**config.mk**
```make
export PLATFORM = sky130hd
export DESIGN_NAME = stopwatch_bcd_core
export DESIGN_NICKNAME = d
export VERILOG_FILES = /design/src/rtl/stopwatch_bcd_core.sv
export SDC_FILE = /design/constraint.sdc
export NUM_CORES = 1
export LEC_CHECK = 0
export CAP_MARGIN = 20
export CELL_PAD_IN_SITES_DETAIL_PLACEMENT = 1
export CELL_PAD_IN_SITES_GLOBAL_PLACEMENT = 2
export CORE_ASPECT_RATIO = 1.5
export CORE_UTILIZATION = 32
export DETAILED_ROUTE_END_ITERATION = 6
export GPL_TIMING_DRIVEN = 0
export HOLD_SLACK_MARGIN = 0.08
export PLACE_DENSITY = 0.77
export RECOVER_POWER = 25
export SLEW_MARGIN = 20
export SYNTH_ARGS = -nofsm -noshare
export SYNTH_HDL_FRONTEND = slang
export SYNTH_SLANG_ARGS = --single-unit
```
**constraint.sdc**
```tcl
create_clock -name clk_i -period 1.96 [get_ports clk_i]
set_input_delay 0.392 -clock clk_i [delete_from_list [all_inputs] [get_ports clk_i]]
set_output_delay 0.392 -clock clk_i [all_outputs]
set_load 0.05 [all_outputs]
```
**src/rtl/stopwatch_bcd_core.sv**
```systemverilog
// MM:SS BCD stopwatch driven by a synchronised slow tick, with start/stop/clear control.
// Optional build macro STOPWATCH_COUNTDOWN_EN adds dir_i to select counting down.
module stopwatch_bcd_core #(
  parameter int TICKS_PER_SEC = 2,
  parameter int MAX_MIN_TENS  = 5
) (
  input  logic       clk_i,
  input  logic       rst_i,
  input  logic       tick_i,
  input  logic       start_i,
  input  logic       stop_i,
  input  logic       clear_i,
`ifdef STOPWATCH_COUNTDOWN_EN
  input  logic       dir_i,
`endif
  output logic [3:0] sec_ones_o,
  output logic [3:0] sec_tens_o,
  output logic [3:0] min_ones_o,
  output logic [3:0] min_tens_o,
  output logic       running_o,
  output logic       wrap_o
);

  typedef enum logic [1:0] {
    IDLE  = 2'd0,
    RUN   = 2'd1,
    PAUSE = 2'd2
  } state_e;

  localparam logic [7:0] PRE_LAST      = 8'(TICKS_PER_SEC - 1);
  localparam logic [3:0] MIN_TENS_LAST = 4'(MAX_MIN_TENS);

  state_e     state_q, state_d;
  logic       s1_q, s1_d;
  logic       s2_q, s2_d;
  logic       s3_q, s3_d;
  logic       rise;
  logic [7:0] pre_q, pre_d;
  logic       step;
  logic       count_down;
  logic [3:0] sec_ones_q, sec_ones_d;
  logic [3:0] sec_tens_q, sec_tens_d;
  logic [3:0] min_ones_q, min_ones_d;
  logic [3:0] min_tens_q, min_tens_d;
  logic       running_q, running_d;
  logic       wrap_q, wrap_d;
  logic       at_max;
  logic       at_zero;

  always_comb begin
    s1_d = tick_i;
    s2_d = s1_q;
    s3_d = s2_q;
    rise = s2_q & ~s3_q;
  end

  // Next state: clear beats stop beats start; clear+stop while running drops to IDLE.
  always_comb begin
    state_d = state_q;
    if (clear_i) begin
      if ((state_q == RUN) && !stop_i) begin
        state_d = RUN;
      end else begin
        state_d = IDLE;
      end
    end else if (stop_i) begin
      if (state_q == RUN) begin
        state_d = PAUSE;
      end
    end else if (start_i) begin
      if (state_q != RUN) begin
        state_d = RUN;
      end
    end
  end

  always_comb begin
    running_d = (state_d == RUN);
  end

  // Prescaler keeps its phase through PAUSE; a rise coinciding with clear is dropped.
  always_comb begin
    pre_d = pre_q;
    step  = 1'b0;
    if (clear_i) begin
      pre_d = 8'd0;
    end else if ((state_q == RUN) && rise) begin
      if (pre_q == PRE_LAST) begin
        pre_d = 8'd0;
        step  = 1'b1;
      end else begin
        pre_d = pre_q + 8'd1;
      end
    end
  end

`ifdef STOPWATCH_COUNTDOWN_EN
  always_comb begin
    count_down = dir_i;
  end
`else
  always_comb begin
    count_down = 1'b0;
  end
`endif

  always_comb begin
    at_max  = (min_tens_q == MIN_TENS_LAST) && (min_ones_q == 4'd9) &&
              (sec_tens_q == 4'd5) && (sec_ones_q == 4'd9);
    at_zero = (min_tens_q == 4'd0) && (min_ones_q == 4'd0) &&
              (sec_tens_q == 4'd0) && (sec_ones_q == 4'd0);
  end

  always_comb begin
    sec_ones_d = sec_ones_q;
    sec_tens_d = sec_tens_q;
    min_ones_d = min_ones_q;
    min_tens_d = min_tens_q;
    wrap_d     = 1'b0;
    if (clear_i) begin
      sec_ones_d = 4'd0;
      sec_tens_d = 4'd0;
      min_ones_d = 4'd0;
      min_tens_d = 4'd0;
    end else if (step && !count_down) begin
      if (at_max) begin
        sec_ones_d = 4'd0;
        sec_tens_d = 4'd0;
        min_ones_d = 4'd0;
        min_tens_d = 4'd0;
        wrap_d     = 1'b1;
      end else if (sec_ones_q != 4'd9) begin
        sec_ones_d = sec_ones_q + 4'd1;
      end else begin
        sec_ones_d = 4'd0;
        if (sec_tens_q != 4'd5) begin
          sec_tens_d = sec_tens_q + 4'd1;
        end else begin
          sec_tens_d = 4'd0;
          if (min_ones_q != 4'd9) begin
            min_ones_d = min_ones_q + 4'd1;
          end else begin
            min_ones_d = 4'd0;
            min_tens_d = min_tens_q + 4'd1;
          end
        end
      end
    end else if (step && count_down) begin
      if (at_zero) begin
        sec_ones_d = 4'd9;
        sec_tens_d = 4'd5;
        min_ones_d = 4'd9;
        min_tens_d = MIN_TENS_LAST;
        wrap_d     = 1'b1;
      end else if (sec_ones_q != 4'd0) begin
        sec_ones_d = sec_ones_q - 4'd1;
      end else begin
        sec_ones_d = 4'd9;
        if (sec_tens_q != 4'd0) begin
          sec_tens_d = sec_tens_q - 4'd1;
        end else begin
          sec_tens_d = 4'd5;
          if (min_ones_q != 4'd0) begin
            min_ones_d = min_ones_q - 4'd1;
          end else begin
            min_ones_d = 4'd9;
            min_tens_d = min_tens_q - 4'd1;
          end
        end
      end
    end
  end

  always_ff @(posedge clk_i) begin
    if (rst_i) begin
      state_q    <= IDLE;
      s1_q       <= 1'b0;
      s2_q       <= 1'b0;
      s3_q       <= 1'b0;
      pre_q      <= 8'd0;
      sec_ones_q <= 4'd0;
      sec_tens_q <= 4'd0;
      min_ones_q <= 4'd0;
      min_tens_q <= 4'd0;
      running_q  <= 1'b0;
      wrap_q     <= 1'b0;
    end else begin
      state_q    <= state_d;
      s1_q       <= s1_d;
      s2_q       <= s2_d;
      s3_q       <= s3_d;
      pre_q      <= pre_d;
      sec_ones_q <= sec_ones_d;
      sec_tens_q <= sec_tens_d;
      min_ones_q <= min_ones_d;
      min_tens_q <= min_tens_d;
      running_q  <= running_d;
      wrap_q     <= wrap_d;
    end
  end

  assign sec_ones_o = sec_ones_q;
  assign sec_tens_o = sec_tens_q;
  assign min_ones_o = min_ones_q;
  assign min_tens_o = min_tens_q;
  assign running_o  = running_q;
  assign wrap_o     = wrap_q;

endmodule

```
==> flow_summary.yaml, run 1 <==
clock_tree:
  cts_buffers: 5
  cts_tree: "built"
  clock_sinks: 31
  clock-root-buffer: "clkbuf_8"
  cts-hold-fix-buffers: 0
  clkLatencyLatePin_ns: 0.28
  clockBufferDepth: 2
  cts_max_level: 2
  path_clk_slew_ns: 0.07
setup_path:
  crit_chain: "clkdlybuf4s50_1"
  arrival_ns: 1.52
  crit_required_ns: 1.57
  worstSetupEndpointType: "output port"
  cpPeakStageDelay_ns: 0.83
  critPathBufInv: 1
  path_max_fanout: 5
  cp-start-kind: "flip-flop"
  cp_top_family: "buffers and inverters"
  critical_path_class: "reg -> out"
  cp_slowest_cell: "clkdlybuf4s50_1"
power:
  seq_power_share_pct: 54.5
  p_int_mw: 0.9027
  power.share.clock_pct: 41.4
  total_power_mw: 1.164
  p_sw_share_pct: 22.48
  p_per_area_nw_per_um2: 583.5
  power_frac_comb_pct: 4.1
  leakagePower_nw: 0.6655
  power.switching_mw: 0.2617
  peakVddDrop_uv: 331.0
grt:
  grt_max_degree: 11
  grt_pass1_wl_mm: 6.686
  grt_usage_pct: 17.17
  first_global_vias: 1427
  grt.overflow.total: 0
  antenna_found_initial: 0
detailed_routing:
  via_count: 1414
  wl_per_cell_um: 14.36
  first_iter_violations: 26
  via_per_inst: 5.123
  drt_pre_antenna_iters: 2
  drt_wl_total_mm: 3.964
  drc_errors: 0
  drtAntennaViolNets: 0
floorplanning:
  initial_core_util_pct: 33.50
  coreArea_um2: 4579
  row_count: 30
  die-area_um2: 5080
  ioPinCount: 24
  die_y_um: 86.80
  die_w_um: 58.53
logic_synthesis:
  syn_area_per_cell_um2: 8.766
  synthAdderAreaFrac_pct: 8.157
  ys_async_sr_fraction_pct: 0
  synth_edf_count: 0
  synth_compound_area_share_pct: 12.23
  ys_warn_count: 0
  yosys-top-cells-area: "dfxtp_1, ha_1, a21oi_1"
  synth_xor_area_share_pct: 3.997
  synth_top_family_by_area: "simple AND/OR/NAND/NOR gates"
  ys_types: 38
  postSynthCellCount: 175
  yosysMostFrequentCell: "dfxtp_1"
  yosysTopAreaCell: "dfxtp_1"
  synthMuxAreaShare_pct: 0.6525
  yosysTopAreaCellShare_pct: 40.46
  synth-main-ff-cell: "dfxtp_1"
  ys_top_cells_by_count: "dfxtp_1, nor2_1, a21oi_1, nand2_1"
  synth_simple_gate_area_share_pct: 30.34
  synth-seq-area-share_pct: 40.46
  synth_area_um2: 1534
  synth.ff_latch_count: 31
  syn-num-nets: 191
sta:
  setup_ws_ns: 0.04520
  report.final.slew_viol_count: 0
  timing.fmax_mhz: 522.2
  hold_violations: 0
  relSlewSlack_pct: 60.01
  finalCriticalPeriod_ns: 1.915
  whs_ns: 0.4558
  fin_crit_sh_pct: 97.69
  worst_slew_pin_slew_ns: 0.6024
  finalSetupViolCount: 0
  rsz0062_at_grt: "yes"
  skew_ns: 0.008798
placement:
  port_buffers: 23
  place_congestion: 0.7032
  placed_area_um2: 1848
  pre_cts_ws_ns: -0.4657
  dp.final_hpwl_mm: 2.971
layout:
  area_delta_synth_final_pct: 30.10
  final_area_um2: 1996
  drive_gt1_share_pct: 17.92
  n_fill_cell: 555
  multiInputGateArea_um2: 894.6
  final_core_util_pct: 43.58
  fin_nets: 227
  diodes: 0
  seq_area_um2: 629.4
hold_path:
  hp-class: "reg -> reg"
job:
  cap_violations: 0
status:
  status: "finished, final reports clean"
## worst paths after layout
check / start / endpoint / slack, ns / depth (start not counted)
max reg2reg: pre_q[1] / min_tens_o[3] / 0.08 / 7
max: min_tens_o[2] / min_tens_o[2] / 0.05 / 1
min: s1_q / s2_q / 0.46 / 1
min reg2reg: s1_q / s2_q / 0.46 / 1
## through the flow
step,setup TNS [ns],cells
floorplan,0,175
global placement,-4.328,262
detailed placement,-5.069,262
CTS,-0.0004119,272
global route,-0.04785,276
finish,0,276
## routing by layer
metal / routed length, um / GRT usage [%] / up-vias
li1: - / - / 696
met1: 1485 / 17.84 / 690
met2: 2296 / 33.02 / 21
met3: 101 / 3.582 / 7
met4: 80 / 5.844 / 0
met5: 0 / 0 / -
## layout by cell type (no fill, tap or decap), drive strengths merged, types with 2 or more instances in the layout
cell	instances
and3b	3
clkdlybuf4s50	16
xor2	6
nor3	5
nand2	13
buf	8
dfxtp	31
clkbuf	15
or4	6
ha	10
nor2	16
nand3	9
or3	7
a211oi	2
nor2b	5
nand4	5
and2	2
o21ai	9
inv	10
a21oi	14
or2	2
## area by class of cell
cell class              instances  area share (%)
clock inverters                 1          0.2508
inverters                      10           1.881
well taps                      64           4.013
plain buffers                   5           1.442
multi-input cells             129           44.83
flip-flops and latches         31           31.54
clock buffers                   7           3.824
repair buffers                 29           12.23
## power groups by stage
stage	Clock (mW)	Combinational, mW	Sequential [mW]
3_5_place_dp	0	0.0447	0.651
3_3_place_gp	0	0.0433	0.650
2_1_floorplan	0	0.0197	0.652
5_1_grt	0.528	0.0537	0.635
4_1_cts	0.501	0.0456	0.636
6_report	0.482	0.0472	0.635
## sequential cells by signal, indices dropped and copies added, names as in the netlist
name,flops
min_ones_o,4
min_tens_o,4
pre_q,8
running_o,1
s1_q,1
s2_q,1
s3_q,1
sec_ones_o,4
sec_tens_o,4
state_q,2
wrap_o,1
## logic make-up after synthesis
family	after synthesis
AOI/OAI and AO/OA	32
xor gates and xnor gates	7
adders and majority gates	10
buffers and inverters	15
DFF	31
muxes	1
and+or+nand+nor	79
## worst reg2reg max path: stages, from the launching register on
cell and delay [ns]:
dfxtp_2 0.33, inv_2 0.06, ha_4 0.11, nor4b_4 0.30, nand3_2 0.16, buf_6 0.16
or4b_1 0.50, o22ai_1 0.19
## what timing repair did
action,in CTS,in global routing
endpoints found under the setup margin,11,15
resized for setup,3,21
cloned,0,1
buffers inserted,2,3
pin swaps,1,5
No activity file was read; power rests on OpenSTA's default activity.
==> run 2, diff against run 1 <==
--- a/config.mk
+++ b/config.mk
@@ -15,6 +15,8 @@
 export HOLD_SLACK_MARGIN = 0.08
 export PLACE_DENSITY = 0.77
 export RECOVER_POWER = 25
+export REMOVE_ABC_BUFFERS = 1
+export SKIP_LAST_GASP = 1
 export SLEW_MARGIN = 20
 export SYNTH_ARGS = -nofsm -noshare
 export SYNTH_HDL_FRONTEND = slang
==> run 2 against run 1 <==
Against the previous run: utilization up 0.82 points; cell area increased by 1.9%; combinational power is essentially flat; clock power is essentially flat; register-to-register slack hardly changed; clock skew shrank 0.0044 ns; count of clock-buffer cells in the layout shrank 2; maximum frequency rose by 0.30%; die area is the same; wire length shrank 3.4%; power is essentially flat; global-route usage increased by 0.17 points; highest routed layer unchanged.
==> flow_summary.yaml, run 2 (same netlist as run 1, synthesis figures left out) <==
status:
  status: "finished, final reports clean"
power:
  leakagePower_nw: 0.7918
  peakVddDrop_uv: 294.8
  p_per_area_nw_per_um2: 572.3
  total_power_mw: 1.164
setup_path:
  cp-start-kind: "flip-flop"
  crit_chain: "clkdlybuf4s50_1"
  worstSetupEndpointType: "output port"
  critical_path_class: "reg -> out"
  cp_slowest_cell: "clkdlybuf4s50_1"
  path_max_fanout: 4
  cpPeakStageDelay_ns: 0.83
  critPathBufInv: 1
  crit_required_ns: 1.57
  cp_top_family: "buffers and inverters"
  arrival_ns: 1.52
layout:
  largest_register: "pre_q"
  diodes: 0
  fin_nets: 226
  area_delta_synth_final_pct: 32.54
  final_core_util_pct: 44.40
  stdcell_count: 275
  largest_reg_flops: 8
  n_fill_cell: 554
  final_cell_mix: "dfxtp_1, nor2_1, clkdlybuf4s50_1"
  final_area_um2: 2033
  drive_gt1_share_pct: 17.54
  layout_commonest_cell: "dfxtp_1"
sta:
  rsz0062_at_grt: "yes"
  finalCriticalPeriod_ns: 1.909
  hold_violations: 0
  report.final.slew_viol_count: 0
  timing.fmax_mhz: 523.8
  fin_crit_sh_pct: 97.40
  finalSetupViolCount: 0
  relSlewSlack_pct: 66.08
  skew_ns: 0.004389
  worst_slew_pin_slew_ns: 0.5080
floorplanning:
  row_count: 30
  initial_core_util_pct: 33.50
  die_y_um: 86.80
  die_w_um: 58.53
  coreArea_um2: 4579
  ioPinCount: 24
  die-area_um2: 5080
detailed_routing:
  via_per_inst: 5.120
  drtAntennaViolNets: 0
  via_count: 1408
  drt_wl_total_mm: 3.829
  wl_per_cell_um: 13.92
  first_iter_violations: 81
  drt_pre_antenna_iters: 4
  drc_errors: 0
placement:
  place_congestion: 0.7053
  port_buffers: 23
  dp.final_hpwl_mm: 2.705
  dp.cells: 257
  placed_area_um2: 1818
job:
  cap_violations: 0
grt:
  grt.overflow.total: 0
  grt_usage_pct: 17.33
  antenna_found_initial: 0
  first_global_vias: 1496
  grt_pass1_wl_mm: 6.886
  grt_max_degree: 15
clock_tree:
  clock-root-buffer: "clkbuf_8"
  cts-hold-fix-buffers: 0
  cts_buffers: 5
  clock_sinks: 31
  cts_max_level: 2
  path_clk_slew_ns: 0.07
  clockBufferDepth: 2
  cts_tree: "built"
  clkLatencyLatePin_ns: 0.28
hold_path:
  hp-class: "reg -> reg"
==> run 2: power breakdown <==
group / internal [mW] / switching, mW / total [mW]
Sequential: 0.634 / 0.00235 / 0.637
Combinational: 0.0203 / 0.0270 / 0.0473
Clock: 0.242 / 0.237 / 0.480
==> run 2: cell type report <==
| cell class | instances | area, um2 | share of cell area [%] |
|---|---|---|---|
| multi-input cells | 130 | 897.1 | 44.12 |
| flip-flops and latches | 31 | 624.3 | 30.71 |
| repair buffers | 32 | 310.3 | 15.26 |
| well taps | 64 | 80.08 | 3.938 |
| clock buffers | 5 | 68.82 | 3.385 |
| inverters | 10 | 37.54 | 1.846 |
| clock inverters | 3 | 15.01 | 0.7385 |
==> run 2: worst reg2reg max path, stage by stage (launching register included) <==
cell and delay [ns]:
dfxtp_2 0.33, inv_1 0.05, ha_1 0.14, nor4b_4 0.19, buf_4 0.18, nand4_1 0.16, buf_4 0.20, or3_2 0.42
a21oi_2 0.13
==> run 2: through the flow <==
stage                     setup slack [ns]  TNS [ns]  hold slack, ns
after floorplan                   -0.06439   -0.2039          0.4138
after global placement             -0.4666    -4.892          0.4244
after detailed placement           -0.5794    -6.442          0.4406
after CTS                          0.01606         0          0.4568
after global routing              -0.01008  -0.01383          0.4605
final                              0.05091         0          0.4515
==> run 2: final timing paths <==
kind                               startpoint       endpoint  slack (ns)  cells after the start
worst min-delay path                     s1_q           s2_q        0.45                      1
worst min register to register           s1_q           s2_q        0.45                      1
worst max register to register       pre_q[1]  sec_tens_o[1]        0.08                      8
worst max-delay path            sec_ones_o[2]  sec_ones_o[2]        0.05                      1
==> run 2: repair_timing <==
item / 4_1_cts / 5_1_grt
setup buffers: 9 / 0
cloned: 1 / 0
gates resized for setup: 5 / 15
setup endpoints to repair: 15 / 17
pin swaps: 3 / 1
==> run 2: layer usage <==
layer	vias to the layer above	share of wire, %	global-route usage, %
li1	694	-	-
met3	6	2.3	3.134
met2	17	55	31.87
met4	0	1.2	5.195
met5	-	0	0
met1	691	42	19.89
==> run 3, diff against run 2 <==
--- a/config.mk
+++ b/config.mk
@@ -8,10 +8,10 @@
 export CAP_MARGIN = 20
 export CELL_PAD_IN_SITES_DETAIL_PLACEMENT = 1
 export CELL_PAD_IN_SITES_GLOBAL_PLACEMENT = 2
-export CORE_ASPECT_RATIO = 1.5
+export CORE_ASPECT_RATIO = 0.7
 export CORE_UTILIZATION = 32
 export DETAILED_ROUTE_END_ITERATION = 6
-export GPL_TIMING_DRIVEN = 0
+export GPL_TIMING_DRIVEN = 1
 export HOLD_SLACK_MARGIN = 0.08
 export PLACE_DENSITY = 0.77
 export RECOVER_POWER = 25
==> run 3 against run 2 <==
Against the previous run: the flow now finishes with violations (DRC); clock skew up 0.0037 ns; combinational power up 10%; power up 2.8%; cell area down 1.0%; utilization up 0.52 points; highest routed layer unchanged.
==> flow_summary.yaml, run 3 (same netlist as run 1, synthesis figures left out) <==
status:
  status: "finished with violations"
  violations: "DRC"
layout:
  drive_gt1_share_pct: 20.45
  final_cell_mix: "dfxtp_1, buf_4, nor2_1"
  layout_commonest_cell: "dfxtp_1"
  n_fill_cell: 528
  multiInputGateArea_um2: 867.1
  area_delta_synth_final_pct: 31.16
  final_area_um2: 2012
  fin_nets: 236
  largest_register: "pre_q"
  seq_area_um2: 621.8
  diodes: 0
  largest_reg_flops: 8
  final_core_util_pct: 44.92
  stdcell_count: 275
power:
  power_frac_comb_pct: 4.4
  p_sw_share_pct: 21.97
  p_int_mw: 0.9331
  power.switching_mw: 0.2628
  peakVddDrop_uv: 284.3
  p_per_area_nw_per_um2: 594.4
  leakagePower_nw: 0.7316
  total_power_mw: 1.196
  seq_power_share_pct: 53.2
  power.share.clock_pct: 42.5
sta:
  skew_ns: 0.008056
  fin_crit_sh_pct: 96.18
  fin_setup_tns_ns: 0
  rsz0062_at_grt: "no"
  whs_ns: 0.4484
  finalSetupViolCount: 0
  relSlewSlack_pct: 59.47
  finalCriticalPeriod_ns: 1.885
  hold_violations: 0
  timing.fmax_mhz: 530.5
  report.final.slew_viol_count: 0
  setup_ws_ns: 0.07497
  worst_slew_pin_slew_ns: 0.6106
placement:
  dp.cells: 266
  port_buffers: 23
  pre_cts_ws_ns: -0.2404
  dp.final_hpwl_mm: 3.052
  placed_area_um2: 1914
  place_congestion: 0.7502
detailed_routing:
  met3_length_um: 146
  via_per_inst: 5.087
  drc_errors: 2
  route.met2.wl_mm: 1.816
  drtAntennaViolNets: 0
  drt_pre_antenna_iters: 6
  top_layer: "met4"
  wl_per_cell_um: 14.61
  first_iter_violations: 62
  wl_met1_mm: 2.019
  drt_wl_total_mm: 4.019
  via_count: 1399
grt:
  grt_pass1_wl_mm: 6.679
  grt_max_degree: 14
  antenna_found_initial: 0
  first_global_vias: 1445
  grt_usage_pct: 17.18
  grt.overflow.total: 0
floorplanning:
  ioPinCount: 24
  initial_core_util_pct: 34.25
  die-area_um2: 5079
  coreArea_um2: 4479
  die_y_um: 59.93
  die_w_um: 84.76
  row_count: 20
setup_path:
  worstRegToRegCells: 7
  arrival_ns: 1.49
  cp_top_family: "buffers and inverters"
  cp-start-kind: "flip-flop"
  path_max_fanout: 5
  critPathBufInv: 1
  cpPeakStageDelay_ns: 0.82
  critical_path_class: "reg -> out"
  crit_chain: "clkdlybuf4s50_1"
  crit_required_ns: 1.57
  worstSetupEndpointType: "output port"
  r2r-start: "pre_q[1]"
  r2r-end: "sec_tens_o[0]"
  ff2ff_setup_slack_ns: 0.11
  cp_slowest_cell: "clkdlybuf4s50_1"
clock_tree:
  clock_sinks: 31
  clockBufferDepth: 2
  path_clk_slew_ns: 0.07
  clock-root-buffer: "clkbuf_8"
  cts_buffers: 5
  clkLatencyLatePin_ns: 0.28
  cts_max_level: 2
  cts_tree: "built"
hold_path:
  holdPathStages: 1
  hold-path-endpoint: "s2_q"
  min_from: "s1_q"
  hp-class: "reg -> reg"
job:
  cap_violations: 0
run 3: per-layer routing:
metal | vias up | GRT usage [%]
li1 | 709 | -
met1 | 664 | 21.92
met2 | 21 | 29.15
met3 | 5 | 4.420
met4 | 0 | 5.085
met5 | - | 0
run 3: how the worst max path moves through the flow:
stage,slack [ns],from,endpoint,cells past startpoint
3_5_place_dp,-0.24,clear_i,min_tens_o[2],7
6_report,0.07,min_ones_o[3],min_ones_o[3],1
2_1_floorplan,-0.06,sec_tens_o[0],min_tens_o[3],5
5_1_grt,0.02,min_ones_o[3],min_ones_o[3],1
4_1_cts,0.01,pre_q[1],sec_tens_o[3],7
3_3_place_gp,-0.20,clear_i,min_ones_o[3],6
run 3: final cells by class:
cell class | instances | area share (%)
multi-input combinational | 129 | 43.10
sequential | 31 | 30.91
timing repair buffer | 43 | 16.36
clock buffer | 6 | 4.104
tap | 55 | 3.420
inverter | 10 | 1.866
clock inverter | 1 | 0.2488
run 3: repair_timing:
| action | in CTS | in global routing |
|---|---|---|
| setup buffers | 0 | 2 |
| pin swaps | 0 | 2 |
| gates resized for setup | 1 | 7 |
| hold buffers | 0 | 0 |
| cloned | 0 | 0 |
| endpoints found under the setup margin | 1 | 12 |
run 3: power by group through the flow:
stage	clock [mW]	sequential, mW	combinational, mW
final	0.508	0.636	0.0522
after global placement	0	0.650	0.0527
after detailed placement	0	0.650	0.0539
after global routing	0.554	0.636	0.0566
after floorplan	0	0.652	0.0186
after CTS	0.531	0.636	0.0541
